## config.mk

```make
export PLATFORM = sky130hd
export DESIGN_NAME = line_scanout
export DESIGN_NICKNAME = d
export VERILOG_FILES = /design/src/rtl/line_scanout.sv
export SDC_FILE = /design/constraint.sdc
export NUM_CORES = 2
export LEC_CHECK = 0
export CORE_ASPECT_RATIO = 0.5
export CORE_MARGIN = 5
export CORE_UTILIZATION = 25
export DETAILED_ROUTE_END_ITERATION = 6
export PLACE_DENSITY = 0.51
export SYNTH_ARGS = -nofsm -noshare
export SYNTH_HDL_FRONTEND = slang
export SYNTH_SLANG_ARGS = --single-unit
```

## constraint.sdc

```tcl
create_clock -name clk -period 3.36 [get_ports clk]
set_input_delay 0.336 -clock clk [delete_from_list [all_inputs] [get_ports clk]]
set_output_delay 0.336 -clock clk [all_outputs]
set_load 0.03 [all_outputs]
```

## src/rtl/line_scanout.sv

```systemverilog
// VGA scanout for the GPU line buffer: timing, palette lookup to RGB332, line swap/render requests.
// Optional status word (underrun flag, frame counter) enabled by defining LINE_SCANOUT_STATUS_EN.
module line_scanout #(
  parameter int          H_VISIBLE    = 640,
  parameter int          H_FRONT      = 16,
  parameter int          H_SYNC       = 96,
  parameter int          H_BACK       = 48,
  parameter int          V_VISIBLE    = 480,
  parameter int          V_FRONT      = 10,
  parameter int          V_SYNC       = 2,
  parameter int          V_BACK       = 33,
  parameter logic [15:0] PALETTE_ADDR = 16'h4000
) (
  input  logic        clk,
  input  logic        rst,
  input  logic        pix_en,
  input  logic [7:0]  p_index,
  input  logic        render_busy,
  output logic        shift,
  output logic        swap,
  output logic        render_start,
  output logic [8:0]  render_line,
  output logic        hsync,
  output logic        vsync,
  output logic [7:0]  rgb,
  input  logic [15:0] memaddr,
  input  logic        memwrite,
  input  logic [15:0] writedata,
  output logic [15:0] memdata
);

  localparam int H_TOTAL = H_VISIBLE + H_FRONT + H_SYNC + H_BACK;
  localparam int V_TOTAL = V_VISIBLE + V_FRONT + V_SYNC + V_BACK;

  localparam logic [9:0]  H_VIS_C  = 10'(H_VISIBLE);
  localparam logic [9:0]  H_LAST   = 10'(H_TOTAL - 1);
  localparam logic [9:0]  HS_FIRST = 10'(H_VISIBLE + H_FRONT);
  localparam logic [9:0]  HS_LAST  = 10'(H_VISIBLE + H_FRONT + H_SYNC - 1);
  localparam logic [9:0]  V_VIS_C  = 10'(V_VISIBLE);
  localparam logic [9:0]  V_LAST   = 10'(V_TOTAL - 1);
  localparam logic [9:0]  V_PRE    = 10'(V_TOTAL - 2);
  localparam logic [9:0]  VS_FIRST = 10'(V_VISIBLE + V_FRONT);
  localparam logic [9:0]  VS_LAST  = 10'(V_VISIBLE + V_FRONT + V_SYNC - 1);
  localparam logic [16:0] PAL_LO   = {1'b0, PALETTE_ADDR};
  localparam logic [16:0] PAL_HI   = PAL_LO + 17'd255;

  logic [9:0] hcnt, vcnt;
  logic [9:0] n1, n2;
  logic       visible, hs_now, vs_now, line_evt, rs_evt, pal_hit;

  logic [7:0] pal [256];

  logic [7:0] idx_p1;
  logic       vld_p1, hs_p1, vs_p1;

  assign visible  = (hcnt < H_VIS_C) && (vcnt < V_VIS_C);
  assign hs_now   = !((hcnt >= HS_FIRST) && (hcnt <= HS_LAST));
  assign vs_now   = !((vcnt >= VS_FIRST) && (vcnt <= VS_LAST));
  assign n1       = (vcnt == V_LAST) ? 10'd0 : vcnt + 10'd1;
  assign n2       = (vcnt >= V_PRE) ? vcnt - V_PRE : vcnt + 10'd2;
  assign line_evt = !rst && pix_en && (hcnt == H_VIS_C);
  assign rs_evt   = line_evt && (n2 < V_VIS_C);
  assign shift    = !rst && pix_en && visible;
  assign swap     = line_evt && (n1 < V_VIS_C);
  assign pal_hit  = ({1'b0, memaddr} >= PAL_LO) && ({1'b0, memaddr} <= PAL_HI);

  always_ff @(posedge clk) begin
    if (rst) begin
      hcnt <= 10'd0;
      vcnt <= 10'd0;
    end else if (pix_en) begin
      if (hcnt == H_LAST) begin
        hcnt <= 10'd0;
        vcnt <= (vcnt == V_LAST) ? 10'd0 : vcnt + 10'd1;
      end else begin
        hcnt <= hcnt + 10'd1;
      end
    end
  end

  always_ff @(posedge clk) begin
    if (rst) begin
      vld_p1 <= 1'b0;
      idx_p1 <= 8'h00;
      hs_p1  <= 1'b1;
      vs_p1  <= 1'b1;
      rgb    <= 8'h00;
      hsync  <= 1'b1;
      vsync  <= 1'b1;
    end else if (pix_en) begin
      // stage 1: capture index and the timing of the pixel it belongs to
      vld_p1 <= visible;
      idx_p1 <= p_index;
      hs_p1  <= hs_now;
      vs_p1  <= vs_now;
      // stage 2: palette lookup, blanked outside the visible area
      rgb    <= vld_p1 ? pal[idx_p1] : 8'h00;
      hsync  <= hs_p1;
      vsync  <= vs_p1;
    end
  end

  always_ff @(posedge clk) begin
    if (rst) begin
      render_start <= 1'b0;
      render_line  <= 9'd0;
    end else begin
      render_start <= rs_evt;
      if (rs_evt) render_line <= n2[8:0];
    end
  end

  // Palette contents deliberately survive reset.
  always_ff @(posedge clk) begin
    if (pal_hit && memwrite) pal[memaddr[7:0]] <= writedata[7:0];
  end

`ifdef LINE_SCANOUT_STATUS_EN
  localparam logic [15:0] STAT_ADDR = PALETTE_ADDR + 16'd256;

  logic       stat_hit;
  logic       underrun;
  logic [9:0] frame_cnt;
  logic       unused_in;

  assign stat_hit  = (memaddr == STAT_ADDR);
  assign unused_in = ^{writedata[15:8], n2[9]};

  // A new underrun in the same clk as a status read wins over the clear.
  always_ff @(posedge clk) begin
    if (rst) begin
      underrun  <= 1'b0;
      frame_cnt <= 10'd0;
    end else begin
      if (pix_en && (hcnt == H_LAST) && (vcnt == V_LAST)) frame_cnt <= frame_cnt + 10'd1;
      if (swap && render_busy) underrun <= 1'b1;
      else if (stat_hit)       underrun <= 1'b0;
    end
  end
`else
  logic unused_in;
  assign unused_in = ^{writedata[15:8], n2[9], render_busy};
`endif

  always_ff @(posedge clk) begin
    if (rst) begin
      memdata <= 16'h0000;
    end else if (pal_hit) begin
      memdata <= {8'h00, pal[memaddr[7:0]]};
`ifdef LINE_SCANOUT_STATUS_EN
    end else if (stat_hit) begin
      memdata <= {underrun, 5'b0, frame_cnt};
`endif
    end
  end

endmodule

```

==> impl_metrics.toml <==
[synth]
avgSynthCellArea_um2 = 18.7
async_flop_share_pct = 0
yosys.cell_types.count = 85
netlist_area_um2 = 99500
yosys_warnings = 0
synth-seq-cells = 2115
seq_area_frac_synth_pct = 63.1
synth-edff-count = 2048
synthCells = 5328
ys.flop_type = "edfxtp_1"

[pwr]
total_power_mw = 60.1
cellPowerDensity_nw_per_um2 = 497
p_leak_nw = 37.9
ir_worst_vdd_uv = 462

[die]
io_pins = 83
initial_core_util_pct = 25.2
die_width_um = 902
dieArea_um2 = 412000
core_um2 = 395000
die_height_um = 456
rows = 163

[clocking]
cts_max_path_buffers = 4
cts_root_buf = "clkbuf_16"
cts_sinks = 2115
cts_tree = "built"
cts.htree.levels = 4
worstSkewPairLatency_ps = 920
clkSlewWorstSetupHoldPaths_ps = 70
numCtsBuffers = 221

[hold_path]
hp-class = "in2reg"

[timing]
setup_ws_ps = -64.0
slew_viol_final = 0
period_share_pct = 102
finalClockSkew_ps = 102
period_needed_ps = 3420
setup_viol = 1
worstMarginPinSlew_ps = 958
clock.fmax_ghz = 0.292
fin_worst_hold_slack_ps = 53.4
rsz0062_at_grt = "yes"
slew-limit-headroom_pct = 35.6
hold_violations = 0

[grt]
grt-ovfl-total = 0
antenna_found_initial = 34
grt_pass1_vias = 60801
track_usage_pct = 17.7
grt_pass1_wl_mm = 513
grt_max_degree = 105

[routing]
wl_met3_mm = 37.7
dr.max_layer_used = "met5"
firstDrtPassIters = 6
via_count = 61752
wl_met2_mm = 170
drc = 0
dr.first_iter.drc_count = 9280
finalWirelength_mm = 377
ant_nets = 0
viasPerCell = 5.30
wl_per_cell_um = 32.4
met1_length_mm = 154

[worst_setup_path]
arrival_ps = 4240
endpoint_kind = "flip-flop"
cp-start-kind = "flip-flop"
crit_required_ps = 4180
crit_fanout = 19
crit_type = "reg2reg"

[placed_design]
dp_hpwl_mm = 266
gp_congestion = 0.937
port_buffers = 65
dp_cells = 11215

[status]
outcome = "complete, but fails checks"
violations = "negative setup slack"

[cells_and_area]
layout_commonest_cell = "edfxtp_1"
drive_gt1_share_pct = 38.7
final_cell_mix = "edfxtp_1, mux4_2, buf_4, nor2_1, mux2i_1"
final_cells = 11643
finalNetCount = 6222
area_delta_synth_final_pct = 21.5
fillers = 38448

[flow_run]
maxCapViolCount = 0
timing repair:
action	4_1_cts	5_1_grt
setup buffers	0	5
gates cloned	0	1
pin swaps	0	1
hold buffers	7	0
gates resized for setup	11	14
endpoints found under the setup margin	3	5
hold endpoints to repair	106	0
registers in the layout, indices dropped and copies added, names as in the netlist, 8 cells and up, named ones only:
register and count:
pal 2048, hcnt 10, vcnt 10, render_line 9, idx_p1 8, memdata 8
rgb 8
path summary, 6_finish.rpt:
kind | start | endpoint | slack (ps) | cells past startpoint
setup reg to reg | flip-flop | rgb[0] | -60 | 10
hold / removal | writedata[5] | pal[35][5] | 50 | 1
setup / recovery | flip-flop | rgb[0] | -60 | 10
hold reg to reg | render_line[2] | render_line[2] | 460 | 2
worst max-delay path, stage by stage (launching register included):
cell and delay [ps]:
dfxtp_4 520, buf_12 270, inv_4 250, buf_12 250
mux4_2 440, o21ai_0 100, buf_4 150, nor3_1 690
nor3_1 100, buf_4 200, o31ai_1 270
cell type report:
class / count / area (µm²) / share of cell area (%)
sequential: 2115 / 62900 / 52.0
tap: 5280 / 6610 / 5.47
inverter: 18 / 70.1 / 0.0580
antenna: 15 / 37.5 / 0.0311
clock buffer: 258 / 5750 / 4.76
timing repair buffer: 1056 / 9870 / 8.16
clock inverter: 142 / 1450 / 1.20
multi-input combinational: 2759 / 34200 / 28.3
metrics by stage:
step                area (µm²)  TNS, ps  utilization (%)  setup slack [ps]
global route            121000    -44.6             30.6             -44.6
detailed placement      113000    -2420             28.7              -550
CTS                     121000        0             30.5              18.8
finish                  121000    -64.0             30.6             -64.0
floorplan                99600        0                -               209
global placement        113000    -2530             28.7              -582
power breakdown:
part           switching [mW]  internal, mW
clock network            10.9          14.3
logic                    3.58          2.36
registers              0.0616          28.9
cells in the mapped netlist (19+ instances only):
cell | count | area, µm²
and2_1 | 21 | 131
buf_6 | 47 | 529
nand3_1 | 66 | 330
o221ai_1 | 32 | 280
mux4_2 | 1025 | 23100
buf_1 | 21 | 78.8
nand2_1 | 207 | 777
a211oi_1 | 45 | 338
a22oi_1 | 108 | 811
o21ai_0 | 70 | 350
nand2b_1 | 19 | 119
buf_2 | 119 | 596
nor2b_1 | 39 | 244
mux2_2 | 28 | 315
nor2_1 | 344 | 1290
a31oi_1 | 28 | 175
a22o_1 | 19 | 166
edfxtp_1 | 2048 | 61500
mux2i_1 | 249 | 2490
nand4_1 | 23 | 144
buf_4 | 78 | 586
nor3_1 | 46 | 230
a21oi_1 | 105 | 526
dfxtp_1 | 67 | 1340
o22ai_1 | 55 | 344
a221oi_1 | 20 | 175
clkbuf_1 | 165 | 619
cell families (layout without fill, tap and decap cells):
family,count (synthesis),after routing,share of synthesized area (%)
compound gates,578,578,4.03
xor+xnor,16,16,0.160
fa+ha+maj,6,6,0.0754
buf+inv,461,1474,2.69
flops,2115,2115,63.1
mux,1302,1302,26.0
other cells,1,23,0.00377
simple gates,849,849,3.88
per-layer routing:
metal,up-vias,GRT usage (%)
li1,24363,-
met1,33404,24.4
met2,3333,27.0
met3,642,4.47
met4,10,6.28
met5,-,0.0926
Power figures use the tool's default switching activity.
